**src/rtl/miniled_serial_rx_pkg.sv**
```systemverilog
// miniled_pkg: shared constants, command encoding, FSM state type and scan helper for the MiniLED serial sink.
package miniled_pkg;
   localparam int DATA_W   = 16;
   localparam int CHANNELS = 48;
   localparam int CH_W     = 6;
   localparam int BC_W     = $clog2(DATA_W + 2);
   typedef enum logic [1:0] {CMD_NONE, CMD_DATA, CMD_GLATCH, CMD_CFG} cmd_e;
   typedef enum logic [1:0] {S_IDLE, S_SHIFT, S_LE_HI, S_EMIT} state_e;
   // one-hot {scan4..scan1} -> row 0..3
   function automatic logic [1:0] scan_row(input logic [3:0] s);
      return {s[3] | s[2], s[3] | s[1]};
   endfunction
endpackage

```
**src/rtl/miniled_serial_rx_if.sv**
```systemverilog
// miniled_serial_rx_if: panel bus inputs plus tagged-word outputs.
//   slave  : the receiver (reads I_*, drives O_*)
//   master : the bus driver / checker (drives I_*, reads O_*)
interface miniled_serial_rx_if;
   import miniled_pkg::*;
   logic              I_dclk;
   logic              I_sdi;
   logic              I_le;
   logic [3:0]        I_scan;
   logic [DATA_W-1:0] O_word;
   logic              O_word_vld;
   logic [1:0]        O_cmd;
   logic [CH_W-1:0]   O_ch_idx;
   logic [1:0]        O_row;
   logic              O_frame;
   logic              O_err_len;
   logic              O_err_scan;
   modport slave (input I_dclk, I_sdi, I_le, I_scan,
                  output O_word, O_word_vld, O_cmd, O_ch_idx, O_row, O_frame, O_err_len, O_err_scan);
   modport master (output I_dclk, I_sdi, I_le, I_scan,
                   input O_word, O_word_vld, O_cmd, O_ch_idx, O_row, O_frame, O_err_len, O_err_scan);
endinterface

```
**src/rtl/miniled_serial_rx_sync_edge.sv**
```systemverilog
// sync_edge: 2-FF synchronizer with a third stage for rise/fall strobes.
//   I_clk, I_rst_n : clock, async active-low reset
//   d    : asynchronous inputs      q    : synchronized level
//   rise : one-cycle rise strobe    fall : one-cycle fall strobe
module sync_edge #(
   parameter int         W       = 1,
   parameter logic [W-1:0] RST_VAL = '0
) (
   input  logic         I_clk,
   input  logic         I_rst_n,
   input  logic [W-1:0] d,
   output logic [W-1:0] q,
   output logic [W-1:0] rise,
   output logic [W-1:0] fall
);
   logic [W-1:0] s1, s3;
   always_ff @(posedge I_clk or negedge I_rst_n)
      if (!I_rst_n) {s1, q, s3} <= {3{RST_VAL}};
      else          {s1, q, s3} <= {d, s1, q};
   assign rise = q & ~s3;
   assign fall = ~q & s3;
endmodule

```
**src/rtl/miniled_serial_rx.sv**
```systemverilog
// miniled_serial_rx: oversampling sink for the MiniLED LE/DCLK/SDI/scan bus; emits one tagged word per LE pulse.
//   I_clk, I_rst_n : 50 MHz system clock, async active-low reset
//   bus (slave)    : I_dclk/I_sdi/I_le/I_scan in; O_word, O_word_vld, O_cmd, O_ch_idx,
//                    O_row, O_frame, O_err_len, O_err_scan out
module miniled_serial_rx
   import miniled_pkg::*;
(
   input logic               I_clk,
   input logic               I_rst_n,
   miniled_serial_rx_if.slave bus
);
   localparam logic [BC_W-1:0] BC_FULL = BC_W'(DATA_W);
   localparam logic [BC_W-1:0] BC_MAX  = BC_W'(DATA_W + 1);
   localparam logic [CH_W-1:0] CH_LAST = CH_W'(CHANNELS - 1);
   logic [6:0]        sq, rise, fall;
   logic              dclk_r, le_r, le_f, sdi;
   logic [3:0]        scan;
   state_e            state;
   logic [DATA_W-1:0] shreg;
   logic [BC_W-1:0]   bit_cnt;
   logic [1:0]        le_cnt;
   logic [CH_W-1:0]   ch_cnt;
   logic              unused_sync;
   // bit map {scan[3:0], sdi, le, dclk}; scan resets to scan1 so reset itself is not a scan error
   sync_edge #(.W(7), .RST_VAL(7'b0001_000)) u_sync (
      .I_clk   (I_clk),
      .I_rst_n (I_rst_n),
      .d       ({bus.I_scan, bus.I_sdi, bus.I_le, bus.I_dclk}),
      .q       (sq),
      .rise    (rise),
      .fall    (fall)
   );
   assign dclk_r      = rise[0];
   assign le_r        = rise[1];
   assign le_f        = fall[1];
   assign sdi         = sq[2];
   assign scan        = sq[6:3];
   assign unused_sync = ^{sq[1:0], rise[6:2], fall[6:2], fall[0]};
   always_ff @(posedge I_clk or negedge I_rst_n)
      if (!I_rst_n) begin
         state          <= S_IDLE;
         shreg          <= '0;
         bit_cnt        <= '0;
         le_cnt         <= '0;
         ch_cnt         <= '0;
         bus.O_word     <= '0;
         bus.O_word_vld <= 1'b0;
         bus.O_cmd      <= CMD_NONE;
         bus.O_ch_idx   <= '0;
         bus.O_row      <= '0;
         bus.O_frame    <= 1'b0;
         bus.O_err_len  <= 1'b0;
         bus.O_err_scan <= 1'b0;
      end else begin
         bus.O_word_vld <= 1'b0;
         bus.O_frame    <= 1'b0;
         bus.O_err_len  <= 1'b0;
         if ($onehot(scan)) bus.O_row <= scan_row(scan);
         else bus.O_err_scan <= 1'b1;
         case (state)
            // a DCLK rise coinciding with LE rise is shifted before entering LE_HI
            S_IDLE, S_SHIFT: begin
               if (dclk_r) begin
                  shreg   <= {shreg[DATA_W-2:0], sdi};
                  bit_cnt <= (bit_cnt == BC_MAX) ? bit_cnt : bit_cnt + 1'b1;
               end
               state <= le_r ? S_LE_HI : dclk_r ? S_SHIFT : state;
            end
            // DCLK edges under LE only measure the pulse width; bit_cnt stays frozen
            S_LE_HI: begin
               if (dclk_r && le_cnt != 2'd3) le_cnt <= le_cnt + 1'b1;
               if (le_f) state <= S_EMIT;
            end
            S_EMIT: begin
               bus.O_word     <= shreg;
               bus.O_word_vld <= 1'b1;
               bus.O_cmd      <= le_cnt;  // pulse width in DCLK edges is the command code
               bus.O_ch_idx   <= ch_cnt;
               bus.O_frame    <= le_cnt == CMD_GLATCH;
               bus.O_err_len  <= le_cnt != CMD_NONE && bit_cnt != BC_FULL;
               ch_cnt         <= le_cnt == CMD_GLATCH ? '0 :
                                 le_cnt != CMD_DATA ? ch_cnt :
                                 ch_cnt == CH_LAST ? '0 : ch_cnt + 1'b1;
               bit_cnt        <= '0;
               le_cnt         <= '0;
               state          <= S_IDLE;
            end
         endcase
      end
endmodule

```
**src/flat_wrapper.sv**
```systemverilog
// flat-port wrapper written by rule: the top's interface ports become plain ports
module miniled_serial_rx_flat import miniled_pkg::*;
  (I_clk, I_rst_n, bus_I_dclk, bus_I_sdi, bus_I_le, bus_I_scan, bus_O_word, bus_O_word_vld, bus_O_cmd, bus_O_ch_idx, bus_O_row, bus_O_frame, bus_O_err_len, bus_O_err_scan);
  miniled_serial_rx_if bus_i ();
  input logic I_clk;
  input logic I_rst_n;
  input wire logic [$bits(bus_i.I_dclk)-1:0] bus_I_dclk;
  input wire logic [$bits(bus_i.I_sdi)-1:0] bus_I_sdi;
  input wire logic [$bits(bus_i.I_le)-1:0] bus_I_le;
  input wire logic [$bits(bus_i.I_scan)-1:0] bus_I_scan;
  output wire logic [$bits(bus_i.O_word)-1:0] bus_O_word;
  output wire logic [$bits(bus_i.O_word_vld)-1:0] bus_O_word_vld;
  output wire logic [$bits(bus_i.O_cmd)-1:0] bus_O_cmd;
  output wire logic [$bits(bus_i.O_ch_idx)-1:0] bus_O_ch_idx;
  output wire logic [$bits(bus_i.O_row)-1:0] bus_O_row;
  output wire logic [$bits(bus_i.O_frame)-1:0] bus_O_frame;
  output wire logic [$bits(bus_i.O_err_len)-1:0] bus_O_err_len;
  output wire logic [$bits(bus_i.O_err_scan)-1:0] bus_O_err_scan;
  assign bus_i.I_dclk = bus_I_dclk;
  assign bus_i.I_sdi = bus_I_sdi;
  assign bus_i.I_le = bus_I_le;
  assign bus_i.I_scan = bus_I_scan;
  assign bus_O_word = bus_i.O_word;
  assign bus_O_word_vld = bus_i.O_word_vld;
  assign bus_O_cmd = bus_i.O_cmd;
  assign bus_O_ch_idx = bus_i.O_ch_idx;
  assign bus_O_row = bus_i.O_row;
  assign bus_O_frame = bus_i.O_frame;
  assign bus_O_err_len = bus_i.O_err_len;
  assign bus_O_err_scan = bus_i.O_err_scan;
  miniled_serial_rx u_core (.I_clk(I_clk), .I_rst_n(I_rst_n), .bus(bus_i));
endmodule
```
**config.mk**
```make
export PLATFORM = sky130hd
export DESIGN_NAME = miniled_serial_rx_flat
export DESIGN_NICKNAME = d
export VERILOG_FILES = /design/src/rtl/miniled_serial_rx_pkg.sv /design/src/rtl/miniled_serial_rx_if.sv /design/src/rtl/miniled_serial_rx_sync_edge.sv /design/src/rtl/miniled_serial_rx.sv /design/src/flat_wrapper.sv
export SDC_FILE = /design/constraint.sdc
export NUM_CORES = 1
export LEC_CHECK = 0
export BUFFER_PORTS_ARGS = -buffer_cell sky130_fd_sc_hd__buf_4
export CORE_MARGIN = 4
export CORE_UTILIZATION = 40
export CTS_CLUSTER_DIAMETER = 50
export DETAILED_ROUTE_END_ITERATION = 8
export PLACE_DENSITY = 0.7
export SYNTH_ARGS = -nofsm -noshare
export SYNTH_HDL_FRONTEND = slang
export SYNTH_SLANG_ARGS = --single-unit
```
**constraint.sdc**
```tcl
create_clock -name I_clk -period 2.4 [get_ports I_clk]
set_input_delay 0.12 -clock I_clk [delete_from_list [all_inputs] [get_ports I_clk]]
set_output_delay 0.12 -clock I_clk [all_outputs]
set_load 0.02 [all_outputs]
```
# --- Word level (Yosys, flattened, before mapping) ---
# Index checks and enable logic that the tools add are counted.
# W data, S select, Z words.
totals:
  register_bits: 77
  input_bits: 9
  wordCells: 71
op_classes:
  addsub: 6
  n_eq_ne: 16
  mux: 15
  n_bitwise: 6
  n_reduce_logical: 12
ops:
  columns: ["cell", "count"]
  rows:
  - ["$mux W6", 3]
  - ["$mux W5", 2]
  - ["$ne A2 B1 Y1 const B", 5]
  - ["$pmux W5 S2", 1]
  - ["$mux W2", 4]
  - ["$reduce_and A2 Y1", 4]
  - ["$add A6 B1 Y6 const B", 1]
  - ["$eq A2 B2 Y1 const B", 3]
  - ["$eq A6 B6 Y1 const B", 1]
  - ["$pmux W2 S3", 1]
  - ["$reduce_bool A2 Y1", 3]
  - ["$add A5 B1 Y5 const B", 1]
  - ["$eq A5 B5 Y1 const B", 1]
  - ["$ne A5 B5 Y1 const B", 1]
  - ["$add A1 B1 Y2", 2]
  - ["$and A2 B2 Y2", 2]
  - ["$ne A2 B2 Y1 const B", 2]
  - ["$not A2 Y2", 2]
  - ["$pmux W2 S2", 1]
  - ["$add A3 B3 Y3", 1]
  - ["$eq A3 B1 Y1 const B", 1]
  - ["$mux W1", 3]
  - ["$ne A3 B1 Y1 const B", 1]
  - ["$reduce_and A3 Y1", 1]
  - ["6 further kinds", 8]

# --- Longest topological paths before layout ---
# Gate-level depths: netlist (run 1).
depth:
  ltp_word: 5
  ltp_mapped: 7
  ltp_nobuf: 7

# --- Modules after synthesis ---
# Synthesis (run 1) repeated with hierarchy kept, for this count alone.
hier_totals:
  hier_cells: 313
  area_unflattened_um2: 3248.1
by_module_without_submodules:
  columns: ["module", "instances", "cells_each", "area_per_inst_um2"]
  rows:
  - ["miniled_serial_rx", 1, 278, 2596.2]
  - ["sync_edge", 1, 35, 651.9]

# --- Worst setup path before layout (run 1) ---
# Ideal clock, no wire load.
synth_path:
  path_kind: "register to register"
  startpoint: "register u_core.u_sync.q[3]"
  endpoint: "register u_core.bus.O_row[1]"
  setup_time_ns: 0.079
  arrival_time_ns: 1.930
  required_time_ns: 2.321
  path_slack_ns: 0.390
  stages_incl_launch_ff: 6
  path_buffers: 0
  period_less_slack_ns: 2.010
  cell_sequence: "dfstp_2 > ha_1 > ha_1 > fa_1 > nor3b_1 > mux2i_1"
synth_between:
  elab_chain_cells: 3
synth_lines:
  columns: ["element", "line_no", "text"]
  rows:
  - ["from (decl)", "miniled_serial_rx_sync_edge.sv:12", "output logic [W-1:0] q,"]
  - ["from (signal assigned)", "miniled_serial_rx_sync_edge.sv:18", "if (!I_rst_n) {s1, q, s3} <= {3{RST_VAL}};"]
  - ["from (signal assigned)", "miniled_serial_rx_sync_edge.sv:19", "else {s1, q, s3} <= {d, s1, q};"]
  - ["$add A1 B1 Y2 (implied by the code)", "miniled_serial_rx.sv:58", "if ($onehot(scan)) bus.O_row <= scan_row(scan);"]
  - ["$add A3 B3 Y3 (implied by the code)", "miniled_serial_rx.sv:58", null]
  - ["$eq A3 B1 Y1", "miniled_serial_rx.sv:58", null]
  - ["to (signal assigned)", "miniled_serial_rx.sv:58", null]
  - ["to (decl)", "miniled_serial_rx_if.sv:19", "output O_word, O_word_vld, O_cmd, O_ch_idx, O_row, O_frame, O_err_len, O_err_scan);"]
# Every way passes these cells.
# A chain may end at the register's enable or synchronous reset.

# --- Final worst setup path (run 1) ---
# Same ends and word-level chain as after synthesis.

==> results.sh, run 1 <==
export IMPL_clk_pin_slew_ns=0.07
export IMPL_pwr_share_clk_pct=22.2
export IMPL_max_freq_ghz=0.464
export IMPL_synth_lib_cells_used_distinct=41
export IMPL_min_path_type="reg2reg"
export IMPL_post_route_drc_count=0
export IMPL_drt_antenna_violating_nets=0
export IMPL_antenna_found_initial=0
export IMPL_design_die_area_sq_um=9060
export IMPL_m1WireLength_um=2350
export IMPL_min_period_ns=2.15
export IMPL_worst_slew_pin_slew_ns=0.932
export IMPL_globalRouteOverflowTotal=0
export IMPL_flow_area_growth_from_synthesis_pct=21.2
export IMPL_io_pins=39
export IMPL_pin_count_of_the_biggest_net_entering_global_routing=78
export IMPL_wirelength_um=5230
export IMPL_finalMaxSlewViolations=0
export IMPL_synth_top_area_cell="sky130_fd_sc_hd__dfrtp_1"
export IMPL_clock_path_buffers=2
export IMPL_drt_iter0_markers=79
export IMPL_net_switching_component_of_the_power_uw=1280
export IMPL_synth_nets=269
export IMPL_syn_inst=248
export IMPL_cts_root_buffer_cell="sky130_fd_sc_hd__clkbuf_8"
export IMPL_fin_worst_skew_ns=0.00850
export IMPL_period_share_pct=89.8
export IMPL_synth_enable_flop_cells=0
export IMPL_ys_top_cells_by_count="75 x sky130_fd_sc_hd__dfrtp_1, 59 x sky130_fd_sc_hd__nand2_1, 22 x sky130_fd_sc_hd__mux2_2"
export IMPL_start_kind="register"
export IMPL_chipHeight_um=95.2
export IMPL_wire_length_of_the_first_global_routing_pass_um=9090
export IMPL_grt_use_total_pct=13.3
export IMPL_core_area_sq_um=7330
export IMPL_finalHoldViolations=0
export IMPL_worst_ep_arrival_time_ns=2.43
export IMPL_grt_pass1_vias=1927
export IMPL_dp_cells=381
export IMPL_outcome="finished, final reports clean"
export IMPL_cellPowerDensity_nw_per_um2=1020
export IMPL_worst_skew_pair_late_latency_ns=0.35
export IMPL_drive_gt1_share_pct=27.5
export IMPL_wl_met2_um=2540
export IMPL_post_place_worst_slack_ns=0.235
export IMPL_avgViaCountPerCell=4.76
export IMPL_cts_tree="built"
export IMPL_num_cts_buffers=9
export IMPL_globalplace_congestion=0.763
export IMPL_worst_hold_slack_ns=0.349
export IMPL_post_dp_hpwl_um=3480
export IMPL_reg2reg_slack_ns=0.25
export IMPL_synth_area_per_cell_sq_um=12.3
export IMPL_yosys_area_top_type_share_pct=61.7
export IMPL_std_cell_rows=31
export IMPL_route_detailed_wl_per_inst_um=13.0
export IMPL_tritoncts_num_sinks=77
export IMPL_share_comb_of_total_power_pct=28.7
export IMPL_timing_critical_path_fanout_max=4
export IMPL_p_seq_share_pct=49.1
export IMPL_postLayoutCoreUtil_pct=50.3
export IMPL_ys_flop_type="sky130_fd_sc_hd__dfrtp_1"
export IMPL_p_leak_uw=0.00184
export IMPL_critical_path_class="reg2reg"
export IMPL_final_net_count=322
export IMPL_tns_ns=0
export IMPL_final_seq_area_sq_um=1930
export IMPL_ctsResizeCount=0
export IMPL_rsz_0062_raised_after_global_routing="false"
export IMPL_most_common_cell_in_the_synthesized_netlist="sky130_fd_sc_hd__dfrtp_1"
export IMPL_layoutNonFillerInstCount=404
export IMPL_antennaDiodeCount=0
export IMPL_met3RoutedLength_um=301
export IMPL_worst_path_required_ns=2.67
export IMPL_maxCapViolCount=0
export IMPL_ir_drop_mv=0.509
export IMPL_placement_io_buffers=38
export IMPL_ys_warn_count=0
export IMPL_synth_async_reset_ratio_pct=100
export IMPL_maxSlewHeadroom_pct=37.9
export IMPL_dr_total_vias=1922
export IMPL_uppermost_layer_routed="met4"
export IMPL_num_fill_cells=659
export IMPL_synth_seq_area_share_pct=63.4
export IMPL_initial_core_utilization_pct=41.5
export IMPL_multi_input_area_sq_um=1040
export IMPL_p_int_uw=2490
export IMPL_flops_latches_synth=77
export IMPL_htree_num_levels=3
export IMPL_postLayoutSetupSlackWorst_ns=0.246
export IMPL_sw_share_pct=34.0
export IMPL_report_final_setup_viol=0
export IMPL_die_w_um=95.2
export IMPL_synth_area_leaders="sky130_fd_sc_hd__dfrtp_1 62%, sky130_fd_sc_hd__mux2_2 8.1%, sky130_fd_sc_hd__nand2_1 7.3%"
export IMPL_detailed_routing_iterations_pass_1=4
export IMPL_synthesis_area_sq_um=3040
export IMPL_end_kind="register"
==> stage by stage <==
stage,cell area (sq um),power [uW]
floorplan,3040,2540
global placement,3440,2930
detailed placement,3440,2970
CTS,3690,3830
global route,3690,4060
finish,3690,3770
==> worst paths after layout <==
check                                     from                endpoint  cells past startpoint
max in group asynchronous              I_rst_n  u_core.bus.O_ch_idx[3]                      2
min in group asynchronous              I_rst_n     u_core.bus.O_cmd[0]                      2
setup / recovery            u_core.u_sync.q[3]     u_core.bus.O_row[1]                      5
setup reg to reg            u_core.u_sync.q[3]     u_core.bus.O_row[1]                      5
hold / removal             u_core.u_sync.s1[5]      u_core.u_sync.q[5]                      0
hold reg to reg            u_core.u_sync.s1[5]      u_core.u_sync.q[5]                      0
==> area by class of cell <==
| type | instances | area share, % |
|---|---|---|
| Timing Repair Buffer | 49 | 10.5 |
| Sequential cell | 77 | 52.3 |
| Clock inverter | 4 | 0.679 |
| Inverter | 9 | 0.916 |
| Clock buffer | 11 | 3.84 |
| Multi-Input combinational cell | 155 | 28.3 |
| Tap cell | 99 | 3.36 |
==> cells in the final DEF (no fill, tap or decap), types with 6 or more instances in the layout <==
master / count
sky130_fd_sc_hd__ha_1: 11
sky130_fd_sc_hd__dfrtp_1: 75
sky130_fd_sc_hd__nand3_1: 7
sky130_fd_sc_hd__clkbuf_8: 10
sky130_fd_sc_hd__mux2_2: 22
sky130_fd_sc_hd__dlygate4sd3_1: 8
sky130_fd_sc_hd__buf_4: 41
sky130_fd_sc_hd__nor2_1: 6
sky130_fd_sc_hd__nand2_1: 59
sky130_fd_sc_hd__inv_1: 8
sky130_fd_sc_hd__o21ai_0: 12
==> logic make-up (layout without fill, tap and decap cells) <==
logic type / Yosys count / count (layout) / share of synthesized area, %
AO/OA/AOI/OAI: 26 / 26 / 5.35
XOR/XNOR: 1 / 1 / 0.288
adder cells (fa/ha/maj): 12 / 12 / 5.18
buffers and inverters: 16 / 73 / 2.22
flip-flops: 77 / 77 / 63.4
multiplexers: 26 / 26 / 9.46
AND/OR/NAND/NOR: 90 / 90 / 14.1
==> critical path, cell delays in order (launching register included) <==
cell and delay [ns]:
sky130_fd_sc_hd__dfstp_2 0.52, sky130_fd_sc_hd__ha_1 0.23, sky130_fd_sc_hd__ha_1 0.20, sky130_fd_sc_hd__fa_1 0.44, sky130_fd_sc_hd__nor3b_1 0.47, sky130_fd_sc_hd__mux2i_1 0.23
==> routing by layer <==
| layer | GRT usage [%] | vias up |
|---|---|---|
| met5 | 0 | - |
| met4 | 4.93 | 0 |
| met2 | 21.0 | 37 |
| met1 | 15.7 | 936 |
| met3 | 6.31 | 4 |
| li1 | - | 945 |
==> repair_timing <==
| item | 4_1_cts | 5_1_grt |
|---|---|---|
| hold buffers | 8 | 0 |
| endpoints found under the hold margin | 82 | 0 |
| buffers inserted | 0 | 0 |
==> power groups by stage <==
stage	combinational (uW)	clock, uW	sequential [uW]
detailed placement	1090	0	1880
global route	1220	934	1910
finish	1080	837	1850
floorplan	588	0	1950
global placement	1060	0	1870
CTS	1100	874	1860
==> flip-flops by register name (all words and copies together) (netlist names) <==
| signal | flops |
|---|---|
| u_core.bus.O_err_len | 1 |
| u_core.bus.O_frame | 1 |
| u_core.shreg | 16 |
| u_core.bus.O_cmd | 2 |
| u_core.ch_cnt | 6 |
| u_core.bus.O_word_vld | 1 |
| u_core.bit_cnt | 5 |
| u_core.u_sync.s3 | 2 |
| u_core.bus.O_row | 2 |
| u_core.bus.O_word | 16 |
| u_core.le_cnt | 2 |
| u_core.state | 2 |
| u_core.u_sync.q | 7 |
| u_core.bus.O_ch_idx | 6 |
| u_core.bus.O_err_scan | 1 |
| u_core.u_sync.s1 | 7 |
Power figures use the tool's default switching activity.
==> inputs of run 2 (changes only) <==
--- a/config.mk
+++ b/config.mk
@@ -5,12 +5,12 @@
 export SDC_FILE = /design/constraint.sdc
 export NUM_CORES = 1
 export LEC_CHECK = 0
+export ABC_AREA = 0
 export BUFFER_PORTS_ARGS = -buffer_cell sky130_fd_sc_hd__buf_4
 export CORE_MARGIN = 4
 export CORE_UTILIZATION = 40
 export CTS_CLUSTER_DIAMETER = 50
 export DETAILED_ROUTE_END_ITERATION = 8
-export PLACE_DENSITY = 0.7
 export SYNTH_ARGS = -nofsm -noshare
 export SYNTH_HDL_FRONTEND = slang
 export SYNTH_SLANG_ARGS = --single-unit
==> run 2 against run 1 <==
Net effect:
- non-clock buffer count is 1 higher
- register-to-register slack about the same
- critical path type unchanged
- largest power group unchanged
- routed wire length up 0.25%
- largest cell class unchanged
- clock skew decreased by 0.0032 ns
- sequential power about the same
- count of clock-buffer cells in the layout shrank 2
- critical endpoint unchanged
- hold slack better by 0.0017 ns
- sequential share of layout area down 0.89 points
==> results.sh, run 2 (synthesized netlist as in run 1, its figures left out) <==
export IMPL_outcome="finished, final reports clean"
export IMPL_finalHoldViolations=0
export IMPL_maxCapViolCount=0
export IMPL_drive_gt1_share_pct=28.3
export IMPL_avgViaCountPerCell=4.82
export IMPL_clk_pin_slew_ns=0.08
export IMPL_clock_path_buffers=2
export IMPL_worst_ep_arrival_time_ns=2.41
export IMPL_postCtsSetupBuffers=0
export IMPL_reg2reg_slack_ns=0.26
export IMPL_antennaDiodeCount=0
export IMPL_final_seq_area_sq_um=1930
export IMPL_timing_critical_path_fanout_max=4
export IMPL_cp_common_cell="sky130_fd_sc_hd__ha_1"
export IMPL_grt_use_total_pct=13.4
export IMPL_design_die_area_sq_um=9060
export IMPL_std_cell_rows=31
export IMPL_worstReg2RegEnd="u_core.bus.O_row[1]"
export IMPL_final_net_count=323
export IMPL_num_fill_cells=649
export IMPL_num_cts_buffers=9
export IMPL_grt_pass1_vias=2002
export IMPL_core_area_sq_um=7330
export IMPL_initial_core_utilization_pct=41.5
export IMPL_multi_input_area_sq_um=1040
export IMPL_pin_count_of_the_biggest_net_entering_global_routing=78
export IMPL_globalplace_congestion=0.765
export IMPL_detailed_routing_iterations_pass_1=5
export IMPL_post_dp_hpwl_um=3450
export IMPL_dr_total_vias=1955
export IMPL_hold_path_cell_count=0
export IMPL_antenna_found_initial=0
export IMPL_chipHeight_um=95.2
export IMPL_cts_root_buffer_cell="sky130_fd_sc_hd__clkbuf_8"
export IMPL_postCtsHoldBufs=8
export IMPL_fin_worst_skew_ns=0.00526
export IMPL_critical_path_class="reg2reg"
export IMPL_finalMaxSlewViolations=0
export IMPL_mostFrequentLayoutCell="sky130_fd_sc_hd__dfrtp_1"
export IMPL_worst_path_required_ns=2.67
export IMPL_post_route_drc_count=0
export IMPL_crit_path_max_incr_delay_ns=0.53
export IMPL_globalRouteOverflowTotal=0
export IMPL_wirelength_um=5250
export IMPL_ctsResizeCount=0
export IMPL_critical_path_n_buffers_inverters=0
export IMPL_tritoncts_num_sinks=77
export IMPL_min_period_ns=2.14
export IMPL_htree_num_levels=3
export IMPL_end_kind="register"
export IMPL_cellPowerDensity_nw_per_um2=1070
export IMPL_worst_path_max_delay_cell="sky130_fd_sc_hd__dfstp_2"
export IMPL_ir_drop_mv=0.560
export IMPL_io_pins=39
export IMPL_rr_worst_depth=5
export IMPL_flow_area_growth_from_synthesis_pct=23.3
export IMPL_r2r_start="u_core.u_sync.q[3]"
export IMPL_rsz_0062_raised_after_global_routing="false"
export IMPL_critPathLaunch="u_core.u_sync.q[3]"
export IMPL_report_final_setup_viol=0
export IMPL_period_share_pct=89.3
export IMPL_tns_ns=0
export IMPL_drt_iter0_markers=96
export IMPL_route_detailed_wl_per_inst_um=12.9
export IMPL_max_freq_ghz=0.467
export IMPL_reg_top3="u_core.bus.O_word x16, u_core.shreg x16"
export IMPL_crit_path_cell_trace="ha_1, ha_1, fa_1, nor3b_1, mux2i_1"
export IMPL_mostFrequentLayoutCells="75 x sky130_fd_sc_hd__dfrtp_1, 59 x sky130_fd_sc_hd__nand2_1, 42 x sky130_fd_sc_hd__buf_4"
export IMPL_worst_skew_pair_late_latency_ns=0.34
export IMPL_crit_end="u_core.bus.O_row[1]"
export IMPL_worst_slew_pin_slew_ns=0.938
export IMPL_min_path_type="reg2reg"
export IMPL_placement_io_buffers=38
export IMPL_maxSlewHeadroom_pct=37.5
export IMPL_die_w_um=95.2
export IMPL_path_delay_family="adder cells"
export IMPL_drt_antenna_violating_nets=0
export IMPL_wire_length_of_the_first_global_routing_pass_um=9380
export IMPL_start_kind="register"
export IMPL_critical_path_depth=5
export IMPL_p_leak_uw=0.00187
export IMPL_cts_tree="built"
export IMPL_worst_hold_slack_ns=0.351
## run 2: cell type report
cell class | count | share of cell area (%)
timing repair buffer | 50 | 10.5
sequential | 77 | 51.5
inverter | 9 | 0.901
clock buffer | 9 | 3.30
multi-input combinational | 155 | 27.9
clock inverter | 7 | 2.64
tap | 99 | 3.30
## run 2: layer usage
metal	track usage, %	vias up	routed length, um
met5	0	-	0
met4	6.37	0	83
met3	3.31	9	229
met2	20.6	32	2550
met1	17.8	960	2390
li1	-	954	-
## run 2: worst min-delay path by stage
stage,startpoint,end,slack [ns]
2_1_floorplan,I_rst_n,u_core.bit_cnt[0],-0.18
3_3_place_gp,bus_I_scan[0],u_core.u_sync.s1[3],0.23
3_5_place_dp,bus_I_scan[0],u_core.u_sync.s1[3],0.23
4_1_cts,u_core.u_sync.s1[1],u_core.u_sync.q[1],0.35
5_1_grt,u_core.u_sync.s1[1],u_core.u_sync.q[1],0.36
6_report,u_core.u_sync.s1[2],u_core.u_sync.q[2],0.35
## run 2: worst register-to-register path: stages, from the launching register on
cell	delay, ns
sky130_fd_sc_hd__dfstp_2	0.53
sky130_fd_sc_hd__ha_1	0.23
sky130_fd_sc_hd__ha_1	0.19
sky130_fd_sc_hd__fa_1	0.44
sky130_fd_sc_hd__nor3b_1	0.45
sky130_fd_sc_hd__mux2i_1	0.24
## run 2: report_power, final
part / internal (uW) / switching [uW]
Combinational: 506 / 586
Clock: 590 / 474
Sequential: 1600 / 254
## run 2: stage by stage
stage / total power [uW] / util (%) / cells / setup slack, ns / area [sq um]
global route: 4320 / 51.2 / 406 / 0.0724 / 3750
floorplan: 2540 / - / 248 / 0.390 / 3040
global placement: 2950 / 47.0 / 382 / 0.314 / 3450
CTS: 4080 / 51.2 / 406 / 0.236 / 3750
detailed placement: 2980 / 47.0 / 382 / 0.264 / 3450
finish: 4010 / 51.2 / 406 / 0.257 / 3750
